## config.mk

```make
export PLATFORM = sky130hd
export DESIGN_NAME = stamp2time_seq
export DESIGN_NICKNAME = d
export VERILOG_FILES = /design/src/rtl/stamp2time_seq.sv
export SDC_FILE = /design/constraint.sdc
export NUM_CORES = 1
export LEC_CHECK = 0
export ABC_CLOCK_PERIOD_IN_PS = 15300
export CAP_MARGIN = 20
export CORE_UTILIZATION = 46
export DETAILED_ROUTE_END_ITERATION = 10
export GPL_ROUTABILITY_DRIVEN = 0
export GPL_TIMING_DRIVEN = 1
export PLACE_DENSITY = 0.64
export SLEW_MARGIN = 20
export SYNTH_ARGS = -nofsm -noshare
export SYNTH_HDL_FRONTEND = slang
export SYNTH_SLANG_ARGS = --single-unit
```

## constraint.sdc

```tcl
create_clock -name clk -period 15.3 [get_ports clk]
set_input_delay 1.53 -clock clk [delete_from_list [all_inputs] [get_ports clk]]
set_output_delay 1.53 -clock clk [all_outputs]
set_load 0.1 [all_outputs]
```

## src/rtl/stamp2time_seq.sv

```systemverilog
// stamp2time_seq: iterative Unix-seconds to BCD calendar converter.
// Define STAMP2TIME_12H_EN for 12-hour hour_bcd with a driven pm flag.
module stamp2time_seq #(
    parameter int STAMP_W     = 64,
    parameter int TZ_OFFSET_S = 0
) (
    input  logic               clk,
    input  logic               rst_n,
    input  logic               start,
    input  logic [STAMP_W-1:0] stamp,
    output logic               busy,
    output logic               done,
    output logic               range_err,
    output logic [15:0]        year_bcd,
    output logic [7:0]         month_bcd,
    output logic [7:0]         day_bcd,
    output logic [7:0]         hour_bcd,
    output logic [7:0]         minute_bcd,
    output logic [7:0]         second_bcd,
    output logic [2:0]         weekday,
    output logic               pm
);

    typedef enum logic [2:0] {
        IDLE, ADJ, DIV_DAY, DIV_HOUR, DIV_MIN, YEAR, MONTH, OUT
    } state_e;

    localparam logic signed [STAMP_W+1:0] TZ_EXT =
        (STAMP_W+2)'(TZ_OFFSET_S);

    state_e               state_q;
    logic [STAMP_W-1:0]   div_n_q;
    logic [16:0]          div_r_q;
    logic [6:0]           cnt_q;
    logic [21:0]          days_q;
    logic [13:0]          year_q;
    logic [3:0]           month_q;
    logic [2:0]           wday_q;
    logic [4:0]           hour_q;
    logic [5:0]           min_q;
    logic [5:0]           sec_q;
    logic                 err_q;
    logic                 ovf_q;

    logic                 busy_q, done_q, rerr_q, pm_q;
    logic [15:0]          year_bcd_q;
    logic [7:0]           mon_bcd_q, day_bcd_q, hour_bcd_q;
    logic [7:0]           min_bcd_q, sec_bcd_q;
    logic [2:0]           wday_out_q;

    logic [17:0]          dvs, trial;
    logic                 ge;
    logic [16:0]          rem_nx;
    logic [STAMP_W-1:0]   quo_nx;
    logic signed [STAMP_W+1:0] adj;
    logic                 leap;
    logic [8:0]           ylen;
    logic [4:0]           mlen;
    logic [4:0]           hsrc, h_disp;
    logic                 pm_nx;
    logic [2:0]           wd_fin;

    function automatic logic [15:0] bcd4(input logic [13:0] b);
        logic [15:0] r;
        r = '0;
        for (int i = 13; i >= 0; i--) begin
            for (int d = 0; d < 4; d++)
                if (r[4*d +: 4] >= 4'd5) r[4*d +: 4] = r[4*d +: 4] + 4'd3;
            r = {r[14:0], b[i]};
        end
        return r;
    endfunction

    function automatic logic [7:0] bcd2(input logic [6:0] v);
        return 8'({v / 7'd10, 4'h0}) | 8'(v % 7'd10);
    endfunction

    function automatic logic [2:0] wadd(input logic [2:0] w,
                                        input logic [2:0] k);
        logic [3:0] s;
        s = {1'b0, w} + {1'b0, k};
        return (s >= 4'd7) ? 3'(s - 4'd7) : 3'(s);
    endfunction

    always_comb begin
        case (state_q)
            DIV_DAY:  dvs = 18'd86400;
            DIV_HOUR: dvs = 18'd3600;
            default:  dvs = 18'd60;
        endcase
        trial  = {div_r_q, div_n_q[STAMP_W-1]};
        ge     = trial >= dvs;
        rem_nx = 17'(ge ? trial - dvs : trial);
        quo_nx = {div_n_q[STAMP_W-2:0], ge};
        adj    = $signed({2'b00, div_n_q}) + TZ_EXT;
        leap   = (year_q[1:0] == 2'd0) &&
                 ((year_q % 14'd100 != 14'd0) ||
                  (year_q % 14'd400 == 14'd0));
        ylen   = leap ? 9'd366 : 9'd365;
        case (month_q)
            4'd2:                    mlen = leap ? 5'd29 : 5'd28;
            4'd4, 4'd6, 4'd9, 4'd11: mlen = 5'd30;
            default:                 mlen = 5'd31;
        endcase
        hsrc = ovf_q ? 5'd23 : hour_q;
`ifdef STAMP2TIME_12H_EN
        if (hsrc == 5'd0)       h_disp = 5'd12;
        else if (hsrc > 5'd12)  h_disp = hsrc - 5'd12;
        else                    h_disp = hsrc;
        pm_nx = hsrc >= 5'd12;
`else
        h_disp = hsrc;
        pm_nx  = 1'b0;
`endif
        wd_fin = wadd(wday_q, 3'(days_q[4:0] % 5'd7));
    end

    always_ff @(posedge clk or negedge rst_n) begin
        if (!rst_n) begin
            state_q    <= IDLE;
            div_n_q    <= '0;
            div_r_q    <= '0;
            cnt_q      <= '0;
            days_q     <= '0;
            year_q     <= 14'd1970;
            month_q    <= 4'd1;
            wday_q     <= 3'd4;
            hour_q     <= '0;
            min_q      <= '0;
            sec_q      <= '0;
            err_q      <= 1'b0;
            ovf_q      <= 1'b0;
            busy_q     <= 1'b0;
            done_q     <= 1'b0;
            rerr_q     <= 1'b0;
            pm_q       <= 1'b0;
            year_bcd_q <= 16'h1970;
            mon_bcd_q  <= 8'h01;
            day_bcd_q  <= 8'h01;
            hour_bcd_q <= 8'h00;
            min_bcd_q  <= 8'h00;
            sec_bcd_q  <= 8'h00;
            wday_out_q <= 3'd4;
        end else begin
            case (state_q)
                IDLE: if (start) begin
                    div_n_q <= stamp;
                    err_q   <= 1'b0;
                    ovf_q   <= 1'b0;
                    busy_q  <= 1'b1;
                    state_q <= ADJ;
                end
                ADJ: begin
                    div_r_q <= '0;
                    cnt_q   <= 7'(STAMP_W - 1);
                    state_q <= DIV_DAY;
                    if (adj[STAMP_W+1]) begin
                        div_n_q <= '0;
                        err_q   <= 1'b1;
                    end else if (adj[STAMP_W]) begin
                        div_n_q <= '1;
                        err_q   <= 1'b1;
                    end else begin
                        div_n_q <= adj[STAMP_W-1:0];
                    end
                end
                DIV_DAY: begin
                    cnt_q <= cnt_q - 7'd1;
                    if (cnt_q == 7'd0) begin
                        days_q  <= 22'(quo_nx);
                        ovf_q   <= quo_nx >
                            {{(STAMP_W-22){1'b0}}, 22'd2932896};
                        div_n_q <= {rem_nx, {(STAMP_W-17){1'b0}}};
                        div_r_q <= '0;
                        cnt_q   <= 7'd16;
                        state_q <= DIV_HOUR;
                    end else begin
                        div_n_q <= quo_nx;
                        div_r_q <= rem_nx;
                    end
                end
                DIV_HOUR: begin
                    cnt_q <= cnt_q - 7'd1;
                    if (cnt_q == 7'd0) begin
                        hour_q  <= 5'(quo_nx);
                        div_n_q <= {rem_nx[11:0], {(STAMP_W-12){1'b0}}};
                        div_r_q <= '0;
                        cnt_q   <= 7'd11;
                        state_q <= DIV_MIN;
                    end else begin
                        div_n_q <= quo_nx;
                        div_r_q <= rem_nx;
                    end
                end
                DIV_MIN: begin
                    cnt_q <= cnt_q - 7'd1;
                    if (cnt_q == 7'd0) begin
                        min_q <= 6'(quo_nx);
                        sec_q <= 6'(rem_nx);
                        if (ovf_q) begin
                            // past 9999-12-31: pin to the last representable second
                            year_bcd_q <= 16'h9999;
                            mon_bcd_q  <= 8'h12;
                            day_bcd_q  <= 8'h31;
                            hour_bcd_q <= bcd2({2'b00, h_disp});
                            min_bcd_q  <= 8'h59;
                            sec_bcd_q  <= 8'h59;
                            wday_out_q <= 3'd5;
                            pm_q       <= pm_nx;
                            rerr_q     <= 1'b1;
                            busy_q     <= 1'b0;
                            done_q     <= 1'b1;
                            state_q    <= OUT;
                        end else begin
                            year_q  <= 14'd1970;
                            wday_q  <= 3'd4;
                            state_q <= YEAR;
                        end
                    end else begin
                        div_n_q <= quo_nx;
                        div_r_q <= rem_nx;
                    end
                end
                YEAR: begin
                    if (days_q >= {13'd0, ylen}) begin
                        days_q <= days_q - {13'd0, ylen};
                        year_q <= year_q + 14'd1;
                        wday_q <= wadd(wday_q, leap ? 3'd2 : 3'd1);
                    end else begin
                        month_q <= 4'd1;
                        state_q <= MONTH;
                    end
                end
                MONTH: begin
                    if (days_q >= {17'd0, mlen}) begin
                        days_q  <= days_q - {17'd0, mlen};
                        month_q <= month_q + 4'd1;
                        wday_q  <= wadd(wday_q, 3'(mlen - 5'd28));
                    end else begin
                        year_bcd_q <= bcd4(year_q);
                        mon_bcd_q  <= bcd2({3'b000, month_q});
                        day_bcd_q  <= bcd2({2'b00, days_q[4:0] + 5'd1});
                        hour_bcd_q <= bcd2({2'b00, h_disp});
                        min_bcd_q  <= bcd2({1'b0, min_q});
                        sec_bcd_q  <= bcd2({1'b0, sec_q});
                        wday_out_q <= wd_fin;
                        pm_q       <= pm_nx;
                        rerr_q     <= err_q;
                        busy_q     <= 1'b0;
                        done_q     <= 1'b1;
                        state_q    <= OUT;
                    end
                end
                OUT: begin
                    done_q  <= 1'b0;
                    state_q <= IDLE;
                end
                default: state_q <= IDLE;
            endcase
        end
    end

    assign busy       = busy_q;
    assign done       = done_q;
    assign range_err  = rerr_q;
    assign year_bcd   = year_bcd_q;
    assign month_bcd  = mon_bcd_q;
    assign day_bcd    = day_bcd_q;
    assign hour_bcd   = hour_bcd_q;
    assign minute_bcd = min_bcd_q;
    assign second_bcd = sec_bcd_q;
    assign weekday    = wday_out_q;
    assign pm         = pm_q;

endmodule

```

* Word level (Yosys, flattened, before mapping)
Cells that the tools add are included.
** Storage, ports and cells
- Output and inout bits :: 63
- Bits in registers :: 215
** Cells by class
- Eq/ne operators :: 23
- Divide/modulo/power cells :: 13
- Reduce and logical (&&, ||, !) cells :: 33
- Mux-type cells :: 155
- Add/subtract/negate cells :: 40
- $lt $le $gt $ge :: 33
- Bitwise gates (word level) :: 5
** Operator list (count)
- $mux 4 :: 68
- $mux 64 :: 4
- $pmux 64 s4 :: 1
- $mux 8 :: 13
- $ge 4x3->1 const B :: 25
- $add 4x2->4 const B :: 21
- $pmux 8 s2 :: 5
- $mux 22 :: 3
- $pmux 22 s3 :: 1
- $gt 64x22->1 const B :: 1
- $mux 3 :: 20
- $mux 17 :: 3
- $pmux 17 s3 :: 1
- $mux 16 :: 3
- $mux 14 :: 3
- $or 8x8->8 :: 5
- $pmux 17 s2 :: 1
- $pmux 16 s2 :: 1
- $pmux 14 s2 :: 1
- $pmux 7 s4 :: 1
- $pmux 3 s8 :: 1
- $ge 22x5->1 :: 1
- $ge 22x9->1 :: 1
- $ne 2x2->1 const B :: 11
- other kinds (56) :: 107

* Longest topological paths before layout
Gate-level depths: netlist of run 1.
- Depth in word-level cells :: 49
- Gate-level depth with buffers :: 62

* Least setup slack after synthesis of run 1
Ideal clock, no wire load.
- Path kind :: reg2reg
- Start point :: register year_q[12]
- End point :: register year_bcd_q[6] (netlist: year_bcd[6])
- Required time :: 15.220 ns
- Setup slack :: 5.111 ns
- Arrival time :: 10.109 ns
- Cell stages (with the launch flop) :: 54
- Path buffers :: 1
- Setup time :: 0.080 ns
- Path through :: dfrtp_1 > buf_2 > inv_1 > ha_1 > nor2_1 > o21ai_0 > inv_1 > ha_1 > nand2b_1 > and4_4 > or3_1 > nand2_1 > ha_1 > nand2b_1 > a31oi_2 > xnor2_1 > ha_1 > nor2b_1 > (+18 left out) > mux2i_1 > a21boi_0 > mux2i_1 > inv_1 > ha_1 > nor2b_1 > o21bai_1 > xnor2_1 > inv_1 > ha_1 > nand2b_1 > a21boi_2 > xnor2_1 > ha_1 > nor2b_1 > o21ba_2 > or2_1 > a32o_1
** On the way
- Word-level cells in the longest chain between the ends :: 44
- Elaborated cells between the ends (all ways) :: 101
- Those cells by class :: 18 x add/sub; 2 x div; 19 x order compare; 1 x eq/ne; 56 x mux; 5 x reduce/logical
** Ends and longest elaborated chain
- start, declared :: line 36 : logic [13:0] year_q;
- start signal, assigned :: line 227 : year_q <= year_q + 14'd1;
- branches (longest 44 deep; another with $ge 22x5->1)
- end signal, assigned :: line 240 : year_bcd_q <= bcd4(year_q);
- end, declared :: line 46 : logic [15:0] year_bcd_q;
Parallel ways; which one is timed is not known. The select of a mux whose other input is x is not followed.
A chain may end at the register's enable or synchronous reset.

* Final worst setup path of run 1
- Start point :: register year_q[12]
- End point :: register year_bcd_q[10] (netlist: year_bcd[10])
** On the way
- Word-level cells in the longest chain between the ends :: 44
- Elaborated cells between the ends (all ways) :: 116
- Those cells by class :: 21 x add/sub; 2 x div; 22 x order compare; 1 x eq/ne; 65 x mux; 5 x reduce/logical
** Ends and longest elaborated chain
- branches (longest 44 deep; another with $ge 22x5->1)
Parallel ways; which one is timed is not known. The select of a mux whose other input is x is not followed.

==> results of run 1 <==
[metal layers]
metal | up-vias | global-route usage (%)
met2 | 533 | 43.0
met3 | 86 | 3.46
li1 | 8275 | -
met4 | 0 | 6.07
met1 | 8145 | 35.5
met5 | - | 0
[placed cells by master, fill, tap and decap left out, types with 51 or more instances in the layout]
| cell type | n |
|---|---|
| sky130_fd_sc_hd__ha_1 | 114 |
| sky130_fd_sc_hd__dfrtp_1 | 196 |
| sky130_fd_sc_hd__clkdlybuf4s50_1 | 127 |
| sky130_fd_sc_hd__inv_1 | 102 |
| sky130_fd_sc_hd__nor2_1 | 234 |
| sky130_fd_sc_hd__o21ai_0 | 191 |
| sky130_fd_sc_hd__nand2_1 | 247 |
| sky130_fd_sc_hd__a21oi_1 | 199 |
| sky130_fd_sc_hd__xnor2_1 | 51 |
| sky130_fd_sc_hd__a22oi_1 | 67 |
[state kept, by name, summed over array words and instances (netlist names), 3 cells and up]
signal,count
div_n_q,64
days_q,22
div_r_q,17
year_bcd,16
year_q,14
day_bcd,8
hour_bcd,8
minute_bcd,8
month_bcd,8
second_bcd,8
cnt_q,7
min_q,6
sec_q,6
hour_q,5
month_q,4
state_q,3
wday_q,3
weekday,3
[power breakdown]
group          leakage (uW)  internal, uW  switching [uW]
Clock              0.000401           340             245
Combinational       0.00536           415             666
Sequential          0.00271           695             168
[cell usage after synthesis, types with 8 or more instances]
library cell / number
sky130_fd_sc_hd__nor4_1: 23
sky130_fd_sc_hd__mux2_2: 18
sky130_fd_sc_hd__a22o_1: 11
sky130_fd_sc_hd__nor2_1: 236
sky130_fd_sc_hd__o211ai_1: 16
sky130_fd_sc_hd__or3_1: 17
sky130_fd_sc_hd__a21o_1: 26
sky130_fd_sc_hd__o21a_1: 10
sky130_fd_sc_hd__clkbuf_1: 91
sky130_fd_sc_hd__or2_2: 12
sky130_fd_sc_hd__a22oi_1: 67
sky130_fd_sc_hd__xor2_1: 14
sky130_fd_sc_hd__nand4_1: 16
sky130_fd_sc_hd__a222oi_1: 14
sky130_fd_sc_hd__a31oi_1: 24
sky130_fd_sc_hd__and2_1: 17
sky130_fd_sc_hd__a221oi_1: 11
sky130_fd_sc_hd__dfstp_2: 18
sky130_fd_sc_hd__mux2i_1: 41
sky130_fd_sc_hd__dfrtp_1: 196
sky130_fd_sc_hd__a21oi_1: 199
sky130_fd_sc_hd__nand2_1: 247
sky130_fd_sc_hd__o31ai_1: 15
sky130_fd_sc_hd__buf_2: 11
sky130_fd_sc_hd__nor2b_1: 20
sky130_fd_sc_hd__o22a_1: 12
sky130_fd_sc_hd__ha_1: 114
sky130_fd_sc_hd__o21ai_1: 23
sky130_fd_sc_hd__nor3_1: 50
sky130_fd_sc_hd__nand3_1: 41
sky130_fd_sc_hd__o21ai_0: 192
sky130_fd_sc_hd__nand2b_1: 35
sky130_fd_sc_hd__inv_1: 102
sky130_fd_sc_hd__o22ai_1: 23
sky130_fd_sc_hd__and3_1: 11
sky130_fd_sc_hd__a211oi_1: 20
sky130_fd_sc_hd__a32o_1: 8
sky130_fd_sc_hd__xnor2_1: 51
[cells by family (layout without fill, tap and decap cells)]
kind of cell               Yosys count  after routing  share of synthesized area [%]
AOI/OAI and AO/OA                  777            777                           28.8
xor gates and xnor gates            65             65                           3.20
adders and majority gates          121            121                           8.74
buffers and inverters              219            301                           4.88
DFF                                214            214                           30.2
muxes                               64             64                           3.89
other                                1              1                         0.0211
and+or+nand+nor                    769            769                           20.3
[cell type report]
type	instances	area (sq um)
fillers	3584	17600
multi-input cells	1797	11600
flip-flops and latches	214	5380
repair buffers	148	1440
clock buffers	38	756
well taps	511	639
inverters	108	405
clock inverters	7	50.0
[worst reg2reg max path, delay by kind of cell, from the launching register on]
family,cells,cell delay [ns]
AND/OR/NAND/NOR,24,3.69
adder cells (fa/ha/maj),11,2.48
AO/OA/AOI/OAI,10,1.85
XOR/XNOR,5,1.35
buffers and inverters,8,0.78
flip-flops,1,0.67
multiplexers,2,0.49
[final timing paths]
path | endpoint | slack, ns | cells after the start
max reg2reg | year_bcd[10] | 3.85 | 60
min | day_bcd[2] | 0.48 | 2
min reg2reg | day_bcd[2] | 0.48 | 2
min in group asynchronous | div_n_q[33] | 0.96 | 1
max in group asynchronous | year_bcd[14] | 12.16 | 3
max | year_bcd[10] | 3.85 | 60
[stage by stage]
stage                     cells  cell area, sq um
after floorplan            2230             17800
after global placement     2777             19400
after detailed placement   2777             19400
after CTS                  2822             20200
after global routing       2823             20300
final                      2823             20300
==> out/metrics.json, run 1 <==
{
  "global_routing": {
    "grt_first_pass_wirelength_microns": 83600,
    "first_global_vias": 16400,
    "remaining_global_route_overflow": 0,
    "grt_max_degree": 87,
    "grt_antenna_before_repair": 0,
    "track_usage_pct": 25.9
  },
  "timing": {
    "grt_setup_unrepaired": "no",
    "slew_violations": 0,
    "period_share_pct": 74.9,
    "totalNegativeSetupSlack_ns": 0,
    "worst_slew_pin_tran_ns": 1.08,
    "clock_skew_ns": 0.0189,
    "slew_headroom_pct": 28.2,
    "postLayoutSetupSlackWorst_ns": 3.85,
    "report.final.setup_viol": 0,
    "final.min_clock_period_ns": 11.45,
    "maxClockFrequency_ghz": 0.0873,
    "hold_viol_final": 0,
    "holdWs_ns": 0.479
  },
  "setup_path": {
    "setup.worst_path.start_class": "register",
    "slowest_stage": "sky130_fd_sc_hd__dfrtp_1",
    "crit_type": "register to register",
    "critical_path_required_ns": 15.72,
    "worst_setup_path_startpoint": "year_q[12]",
    "critical-path-max-stage-delay_ns": 0.67,
    "cp_data_arrival_time_ns": 11.87,
    "cp_num_buf_inv": 8,
    "cp_common_cell": "sky130_fd_sc_hd__ha_1",
    "crit_path_end_kind": "register",
    "top_cell_family_by_delay_on_the_critical_path": "simple AND/OR/NAND/NOR gates",
    "path_max_fanout": 18,
    "r2r_start": "year_q[12]"
  },
  "synthesis": {
    "synth_enable_flop_cells": 0,
    "ys.warnings.count": 0,
    "synth_area_sq_mm": 0.0178,
    "ys_seq_area_share_pct": 30.2,
    "postSynthCellCount": 2230,
    "yosysTopAreaCellShare_pct": 27.5,
    "synth.lib_cells_used.distinct": 109,
    "synth-main-ff-cell": "sky130_fd_sc_hd__dfrtp_1",
    "synthArstFlopShare_pct": 100,
    "synth_top_cells_by_area": "sky130_fd_sc_hd__dfrtp_1 (28%), sky130_fd_sc_hd__ha_1 (8.0%), sky130_fd_sc_hd__a21oi_1 (5.6%), sky130_fd_sc_hd__o21ai_0 (5.4%), sky130_fd_sc_hd__nand2_1 (5.2%)",
    "average_instance_area_after_synthesis_sq_um": 7.99,
    "synthDominantAreaCellType": "sky130_fd_sc_hd__dfrtp_1",
    "synth_seq_cells": 214,
    "syn_nets": 2417
  },
  "route": {
    "drt_drc_violations_left": 0,
    "vias": 17000,
    "avgViaCountPerCell": 6.04,
    "first_pass_iters": 8,
    "met2_wirelength_microns": 23700,
    "wirelength_microns": 50700,
    "met3RoutedLength_microns": 3070,
    "drt.antenna.violating_nets": 0,
    "met1Wirelength_microns": 22800,
    "detailed_router_s_first_iteration_violation_count": 1270,
    "max_layer_used": "met4",
    "routed_wire_length_per_instance_microns": 18.0
  },
  "floorplan": {
    "pin_count": 130,
    "start_util_pct": 47.1,
    "floorplan_core_area_sq_mm": 0.0378,
    "die_width_microns": 199,
    "design.die.area_sq_mm": 0.0395,
    "die_height_microns": 199,
    "core.rowCount": 71
  },
  "place": {
    "detailedPlacementHpwl_microns": 37000,
    "portbufs": 128,
    "place_ws_ns": 3.91
  },
  "power_and_ir_drop": {
    "report.power.total_uw": 2530,
    "static-leakage-power_uw": 0.00847,
    "pwr_density_cell_mw_per_mm2": 125,
    "peakVddDrop_mv": 0.140
  },
  "worst_hold_path": {
    "timing.hold.worst.class": "register to register",
    "min-delay-start": "day_bcd[2]"
  },
  "clock_network": {
    "clock_tree_from_tritoncts": "done",
    "worst_skew_pair.late_latency_ns": 0.55,
    "clk_path_buf_depth": 3,
    "clockRootBuffer": "sky130_fd_sc_hd__clkbuf_16",
    "cts.clk_slew.worst_paths_ns": 0.06,
    "cts_setup_buffers": 0,
    "cts_resized": 0,
    "tritoncts.num_buffers": 26,
    "cts-htree-levels": 1,
    "cts_hold_repair.buffers": 0,
    "cts.sinks": 214
  },
  "run_status": {
    "outcome": "completed"
  },
  "final_layout": {
    "design.final.nets": 2482,
    "final_core_utilization_pct": 53.5,
    "layout-area-overhead-vs-synth_pct": 13.8,
    "insertedDiodeCount": 0,
    "layout-drive-gt1-share_pct": 7.31
  },
  "job": {
    "max-cap-violations": 0
  }
}
Note: power is estimated with default switching activity, not from simulation.
==> inputs of run 2 (changes only) <==
--- a/config.mk
+++ b/config.mk
@@ -5,7 +5,7 @@
 export SDC_FILE = /design/constraint.sdc
 export NUM_CORES = 1
 export LEC_CHECK = 0
-export ABC_CLOCK_PERIOD_IN_PS = 15300
+export ABC_CLOCK_PERIOD_IN_PS = 10700
 export CAP_MARGIN = 20
 export CORE_UTILIZATION = 46
 export DETAILED_ROUTE_END_ITERATION = 10
==> constraint.sdc (replaced) <==
create_clock -name clk -period 10.7 [get_ports clk]
set_input_delay 1.07 -clock clk [delete_from_list [all_inputs] [get_ports clk]]
set_output_delay 1.07 -clock clk [all_outputs]
set_load 0.1 [all_outputs]
==> out/metrics.json, run 2 (synthesis gave the netlist of run 1 again) <==
{
  "run_status": {
    "outcome": "completed"
  },
  "global_routing": {
    "gr-usage-met1_pct": 36.0,
    "remaining_global_route_overflow": 0,
    "grt_first_pass_wirelength_microns": 84000,
    "track_usage_pct": 26.0,
    "first_global_vias": 16400,
    "globalRouteMet3Util_pct": 2.93,
    "grt_antenna_before_repair": 0,
    "met2_usage_pct": 43.1,
    "grt_max_degree": 129,
    "most_used_routing_layer": "met2"
  },
  "power_and_ir_drop": {
    "static-leakage-power_uw": 0.00872,
    "power_report.internal_total_uw": 2170,
    "peakVddDrop_mv": 0.160,
    "report.power.total_uw": 3750,
    "p_switching_uw": 1580,
    "combinationalPowerShare_pct": 41.6,
    "p_sw_share_pct": 42.2,
    "pwr_density_cell_mw_per_mm2": 180,
    "clock_power_share_pct": 25.4,
    "power.share.sequential_pct": 32.9
  },
  "route": {
    "first_pass_iters": 6,
    "drt_drc_violations_left": 0,
    "drt.antenna.violating_nets": 0,
    "avgViaCountPerCell": 6.07,
    "detailed_router_s_first_iteration_violation_count": 1387,
    "wirelength_microns": 51800,
    "routed_wire_length_per_instance_microns": 18.1,
    "vias": 17400
  },
  "setup_path": {
    "critical_path_required_ns": 11.19,
    "cp_data_arrival_time_ns": 10.59,
    "critical-path-max-stage-delay_ns": 0.41,
    "cp_common_cell": "sky130_fd_sc_hd__ha_1",
    "worst-r2r-setup-slack_ns": 0.60,
    "path_max_fanout": 5,
    "crit_path_end_kind": "register",
    "timing.rr.end": "year_bcd[6]",
    "slowest_stage": "sky130_fd_sc_hd__or3_4",
    "setup.worst_path.start_class": "register",
    "crit_type": "register to register",
    "reg2regPathDepth": 51,
    "r2r_start": "year_q[12]",
    "worst_setup_path_startpoint": "year_q[12]"
  },
  "clock_network": {
    "clock_tree_from_tritoncts": "done",
    "cts-htree-levels": 1,
    "clk_path_buf_depth": 3,
    "cts_hold_repair.buffers": 0,
    "cts.clk_slew.worst_paths_ns": 0.06,
    "cts.sinks": 214,
    "clockRootBuffer": "sky130_fd_sc_hd__clkbuf_16",
    "worst_skew_pair.late_latency_ns": 0.56,
    "tritoncts.num_buffers": 28
  },
  "floorplan": {
    "design.die.area_sq_mm": 0.0395,
    "core.rowCount": 71,
    "die_width_microns": 199,
    "pin_count": 130,
    "die_height_microns": 199,
    "floorplan_core_area_sq_mm": 0.0378,
    "start_util_pct": 47.1
  },
  "timing": {
    "worst_slew_pin_tran_ns": 1.11,
    "period_share_pct": 94.4,
    "final.min_clock_period_ns": 10.10,
    "slew_headroom_pct": 26.1,
    "maxClockFrequency_ghz": 0.0990,
    "hold_viol_final": 0,
    "clock_skew_ns": 0.0141,
    "report.final.setup_viol": 0,
    "totalNegativeSetupSlack_ns": 0,
    "slew_violations": 0
  },
  "worst_hold_path": {
    "worst_hold_path.num_cells": 1,
    "min_delay_worst_endpoint": "days_q[12]",
    "timing.hold.worst.class": "register to register",
    "min-delay-start": "days_q[12]"
  },
  "final_layout": {
    "insertedDiodeCount": 0,
    "layout-area-overhead-vs-synth_pct": 17.1,
    "largest_register_ffs": 64,
    "registers.top_by_ff_count": "div_n_q",
    "biggestRegsByFlops": "div_n_q (64), days_q (22), div_r_q (17)",
    "most_frequent_cells_in_the_layout": "sky130_fd_sc_hd__nand2_1 (244), sky130_fd_sc_hd__nor2_1 (233), sky130_fd_sc_hd__a21oi_1 (199)",
    "design.final.nets": 2517,
    "final_common_cell": "sky130_fd_sc_hd__nand2_1",
    "layout-drive-gt1-share_pct": 10.4
  },
  "job": {
    "max-cap-violations": 0
  },
  "place": {
    "portbufs": 128,
    "detailedPlacementHpwl_microns": 37500
  }
}
-- run 2: cell count changes in the layout (fill, tap and decap cells not counted), moves of 4 or more --
cell                       change
sky130_fd_sc_hd__xnor2_1       -9
sky130_fd_sc_hd__mux2i_1       -4
sky130_fd_sc_hd__ha_2          +6
sky130_fd_sc_hd__clkbuf_8      -4
sky130_fd_sc_hd__ha_1          -6
sky130_fd_sc_hd__mux2i_2       +4
sky130_fd_sc_hd__xnor2_2       +8
sky130_fd_sc_hd__buf_4        +32
-- run 2: area by class of cell --
type,instances,area (sq um)
Fill cell,3560,17000
Tap cell,511,639
Clock buffer,35,747
Timing Repair Buffer,181,1700
Multi-Input combinational cell,1797,11800
Inverter,108,405
Sequential cell,214,5380
Clock inverter,15,180
-- run 2: critical path, delay by kind of cell, from the launching register on --
family,cells,cell delay [ns]
compound gates,11,2.37
buf+inv,4,0.39
simple gates,19,3.07
flops,1,0.37
xor+xnor,4,0.61
fa+ha+maj,10,2.19
mux,3,0.98
-- run 2: worst max path at each step --
| stage | end | slack [ns] | cells after the start |
|---|---|---|---|
| floorplan | year_bcd[6] | 0.51 | 53 |
| global placement | year_bcd[6] | 0.42 | 52 |
| detailed placement | year_bcd[6] | -0.24 | 54 |
| CTS | year_bcd[6] | -0.06 | 51 |
| global route | year_bcd[10] | -0.12 | 60 |
| finish | year_bcd[6] | 0.60 | 51 |
-- run 2: power groups by stage --
stage | clock (uW) | sequential (uW) | combinational, uW
5_1_grt | 1000 | 1260 | 1730
3_5_place_dp | 0 | 1240 | 1530
4_1_cts | 969 | 1230 | 1540
2_1_floorplan | 0 | 1150 | 1170
3_3_place_gp | 0 | 1240 | 1490
6_report | 953 | 1240 | 1560
-- run 2: repair_timing --
| item | in CTS | in global routing |
|---|---|---|
| gates resized for setup | 7 | 37 |
| buffers inserted | 2 | 13 |
| endpoints found under the setup margin | 8 | 22 |
| pin swaps | 0 | 9 |
| cloned | 0 | 0 |
-- run 2: metrics by stage --
step / setup slack (ns) / hold slack, ns / cell area (sq um) / util [%] / std cells
final: 0.596 / 0.481 / 20800 / 55.1 / 2861
after CTS: -0.0649 / 0.485 / 20600 / 54.4 / 2848
after global placement: 0.417 / 0.466 / 19600 / 51.8 / 2796
after floorplan: 0.511 / 0.447 / 17800 / - / 2230
after detailed placement: -0.238 / 0.474 / 19600 / 51.8 / 2796
after global routing: -0.120 / 0.496 / 20800 / 55.1 / 2861
-- run 2: per-layer routing --
metal	wire length (microns)	vias to the layer above
met5	0	-
met2	24500	555
met3	2820	72
met1	23500	8380
met4	941	0
li1	-	8363
==> inputs of run 3 (changes only) <==
--- a/config.mk
+++ b/config.mk
@@ -6,13 +6,14 @@
 export NUM_CORES = 1
 export LEC_CHECK = 0
 export ABC_CLOCK_PERIOD_IN_PS = 10700
-export CAP_MARGIN = 20
+export CAP_MARGIN = 25
 export CORE_UTILIZATION = 46
 export DETAILED_ROUTE_END_ITERATION = 10
 export GPL_ROUTABILITY_DRIVEN = 0
 export GPL_TIMING_DRIVEN = 1
-export PLACE_DENSITY = 0.64
+export PLACE_DENSITY = 0.65
 export SLEW_MARGIN = 20
 export SYNTH_ARGS = -nofsm -noshare
 export SYNTH_HDL_FRONTEND = slang
 export SYNTH_SLANG_ARGS = --single-unit
+export TNS_END_PERCENT = 100
==> out/metrics.json, run 3 (synthesis gave the netlist of run 1 again) <==
{
  "route": {
    "drt_drc_violations_left": 0,
    "drt.antenna.violating_nets": 0,
    "routed_wire_length_per_instance_microns": 18.0,
    "wirelength_microns": 51300,
    "vias": 17300,
    "first_pass_iters": 8,
    "avgViaCountPerCell": 6.07,
    "detailed_router_s_first_iteration_violation_count": 1481
  },
  "power_and_ir_drop": {
    "p_sw_share_pct": 41.1,
    "p_switching_uw": 1560,
    "power_report.internal_total_uw": 2240,
    "power.share.sequential_pct": 31.9,
    "static-leakage-power_uw": 0.00874,
    "clock_power_share_pct": 26.2,
    "combinationalPowerShare_pct": 41.9,
    "pwr_density_cell_mw_per_mm2": 182,
    "peakVddDrop_mv": 0.269
  },
  "setup_path": {
    "critical_path_required_ns": 11.18,
    "reg2regPathDepth": 60,
    "crit_path_end_kind": "register",
    "slowest_stage": "sky130_fd_sc_hd__or3_4",
    "timing.rr.end": "year_bcd[10]",
    "path_max_fanout": 4,
    "cp_data_arrival_time_ns": 10.58,
    "setup.worst_path.start_class": "register",
    "crit_type": "register to register",
    "cp_common_cell": "sky130_fd_sc_hd__ha_1",
    "worst-r2r-setup-slack_ns": 0.60,
    "r2r_start": "year_q[12]",
    "critical-path-max-stage-delay_ns": 0.40
  },
  "timing": {
    "clock_skew_ns": 0.0214,
    "report.final.setup_viol": 0,
    "worst_slew_pin_tran_ns": 1.08,
    "holdWs_ns": 0.476,
    "totalNegativeSetupSlack_ns": 0,
    "slew_headroom_pct": 27.5,
    "final.min_clock_period_ns": 10.10,
    "maxClockFrequency_ghz": 0.0990,
    "hold_viol_final": 0,
    "slew_violations": 0,
    "period_share_pct": 94.4
  },
  "place": {
    "detailedPlacementHpwl_microns": 37900,
    "portbufs": 128
  },
  "job": {
    "max-cap-violations": 0
  },
  "clock_network": {
    "clk_path_buf_depth": 3,
    "cts-htree-levels": 1,
    "clock_tree_from_tritoncts": "done",
    "tritoncts.num_buffers": 26,
    "cts.sinks": 214,
    "worst_skew_pair.late_latency_ns": 0.55,
    "clockRootBuffer": "sky130_fd_sc_hd__clkbuf_16",
    "cts_hold_repair.buffers": 0,
    "cts.clk_slew.worst_paths_ns": 0.07
  },
  "floorplan": {
    "die_height_microns": 199,
    "floorplan_core_area_sq_mm": 0.0378,
    "design.die.area_sq_mm": 0.0395,
    "pin_count": 130,
    "start_util_pct": 47.1,
    "die_width_microns": 199,
    "core.rowCount": 71
  },
  "final_layout": {
    "design.final.nets": 2508,
    "layout-area-overhead-vs-synth_pct": 17.2,
    "insertedDiodeCount": 0,
    "largest_register_ffs": 64,
    "biggestRegsByFlops": "div_n_q (64), days_q (22), div_r_q (17)",
    "multi_input_area_sq_mm": 0.0118,
    "most_frequent_cells_in_the_layout": "sky130_fd_sc_hd__nand2_1 (245), sky130_fd_sc_hd__nor2_1 (234), sky130_fd_sc_hd__a21oi_1 (198)",
    "fillers": 3494,
    "registers.top_by_ff_count": "div_n_q",
    "final_common_cell": "sky130_fd_sc_hd__nand2_1",
    "layout-drive-gt1-share_pct": 9.91,
    "area_taken_by_flip_flops_and_latches_sq_mm": 0.00538
  },
  "run_status": {
    "outcome": "completed"
  },
  "global_routing": {
    "remaining_global_route_overflow": 0,
    "grt_first_pass_wirelength_microns": 83500,
    "grt_max_degree": 83,
    "grt_antenna_before_repair": 0,
    "track_usage_pct": 25.8,
    "first_global_vias": 16200
  },
  "worst_hold_path": {
    "timing.hold.worst.class": "input port to asynchronous set/reset pin"
  }
}
[run 3: per-stage QoR]
step	total power [uW]	instances	worst slack (ns)	utilization, %	area [sq um]
floorplan	2310	2230	0.511	-	17800
global placement	2730	2791	0.297	51.7	19600
detailed placement	2780	2793	-0.339	51.8	19600
CTS	3800	2842	-0.0534	54.5	20600
global route	4060	2852	-0.202	55.1	20900
finish	3810	2852	0.602	55.1	20900
[run 3: final cells by class]
type / instances / area share [%]
tap: 511 / 3.06
clock buffer: 35 / 3.57
multi-input combinational: 1797 / 56.4
timing repair buffer: 174 / 8.13
sequential: 214 / 25.8
clock inverter: 13 / 1.06
inverter: 108 / 1.94
[run 3: power by group through the flow]
| stage | clock, uW | sequential, uW | combinational, uW |
|---|---|---|---|
| 2_1_floorplan | 0 | 1150 | 1170 |
| 3_3_place_gp | 0 | 1220 | 1510 |
| 3_5_place_dp | 0 | 1220 | 1560 |
| 4_1_cts | 1020 | 1210 | 1570 |
| 5_1_grt | 1050 | 1240 | 1780 |
| 6_report | 997 | 1220 | 1600 |
[run 3: how the worst max path moves through the flow]
stage                         to       start  cells past startpoint
finish              year_bcd[10]  year_q[12]                     60
global route        year_bcd[13]  year_q[12]                     61
CTS                  year_bcd[6]  year_q[12]                     54
detailed placement   year_bcd[6]  year_q[13]                     50
global placement     year_bcd[6]  year_q[13]                     50
floorplan            year_bcd[6]  year_q[12]                     53
[run 3: timing repair]
| item | CTS | global route |
|---|---|---|
| buffers inserted | 1 | 8 |
| endpoints found under the setup margin | 11 | 26 |
| pin swaps | 1 | 11 |
| hold endpoints to repair | 0 | 0 |
| gates resized for setup | 12 | 27 |
[run 3: metal layers]
| metal | wire length, microns | vias up | GRT usage (%) |
|---|---|---|---|
| li1 | - | 8342 | - |
| met2 | 23100 | 601 | 40.7 |
| met1 | 23500 | 8315 | 36.5 |
| met3 | 3640 | 59 | 4.76 |
| met4 | 1020 | 0 | 5.93 |
| met5 | 0 | - | 0 |
[run 3: critical path, delay by kind of cell, from the launching register on]
| family | cells | cell delay (ns) |
|---|---|---|
| flip-flops | 1 | 0.38 |
| XOR/XNOR | 5 | 0.99 |
| AO/OA/AOI/OAI | 9 | 1.51 |
| buffers and inverters | 8 | 0.70 |
| AND/OR/NAND/NOR | 25 | 3.67 |
| adder cells (fa/ha/maj) | 11 | 2.19 |
| multiplexers | 2 | 0.52 |
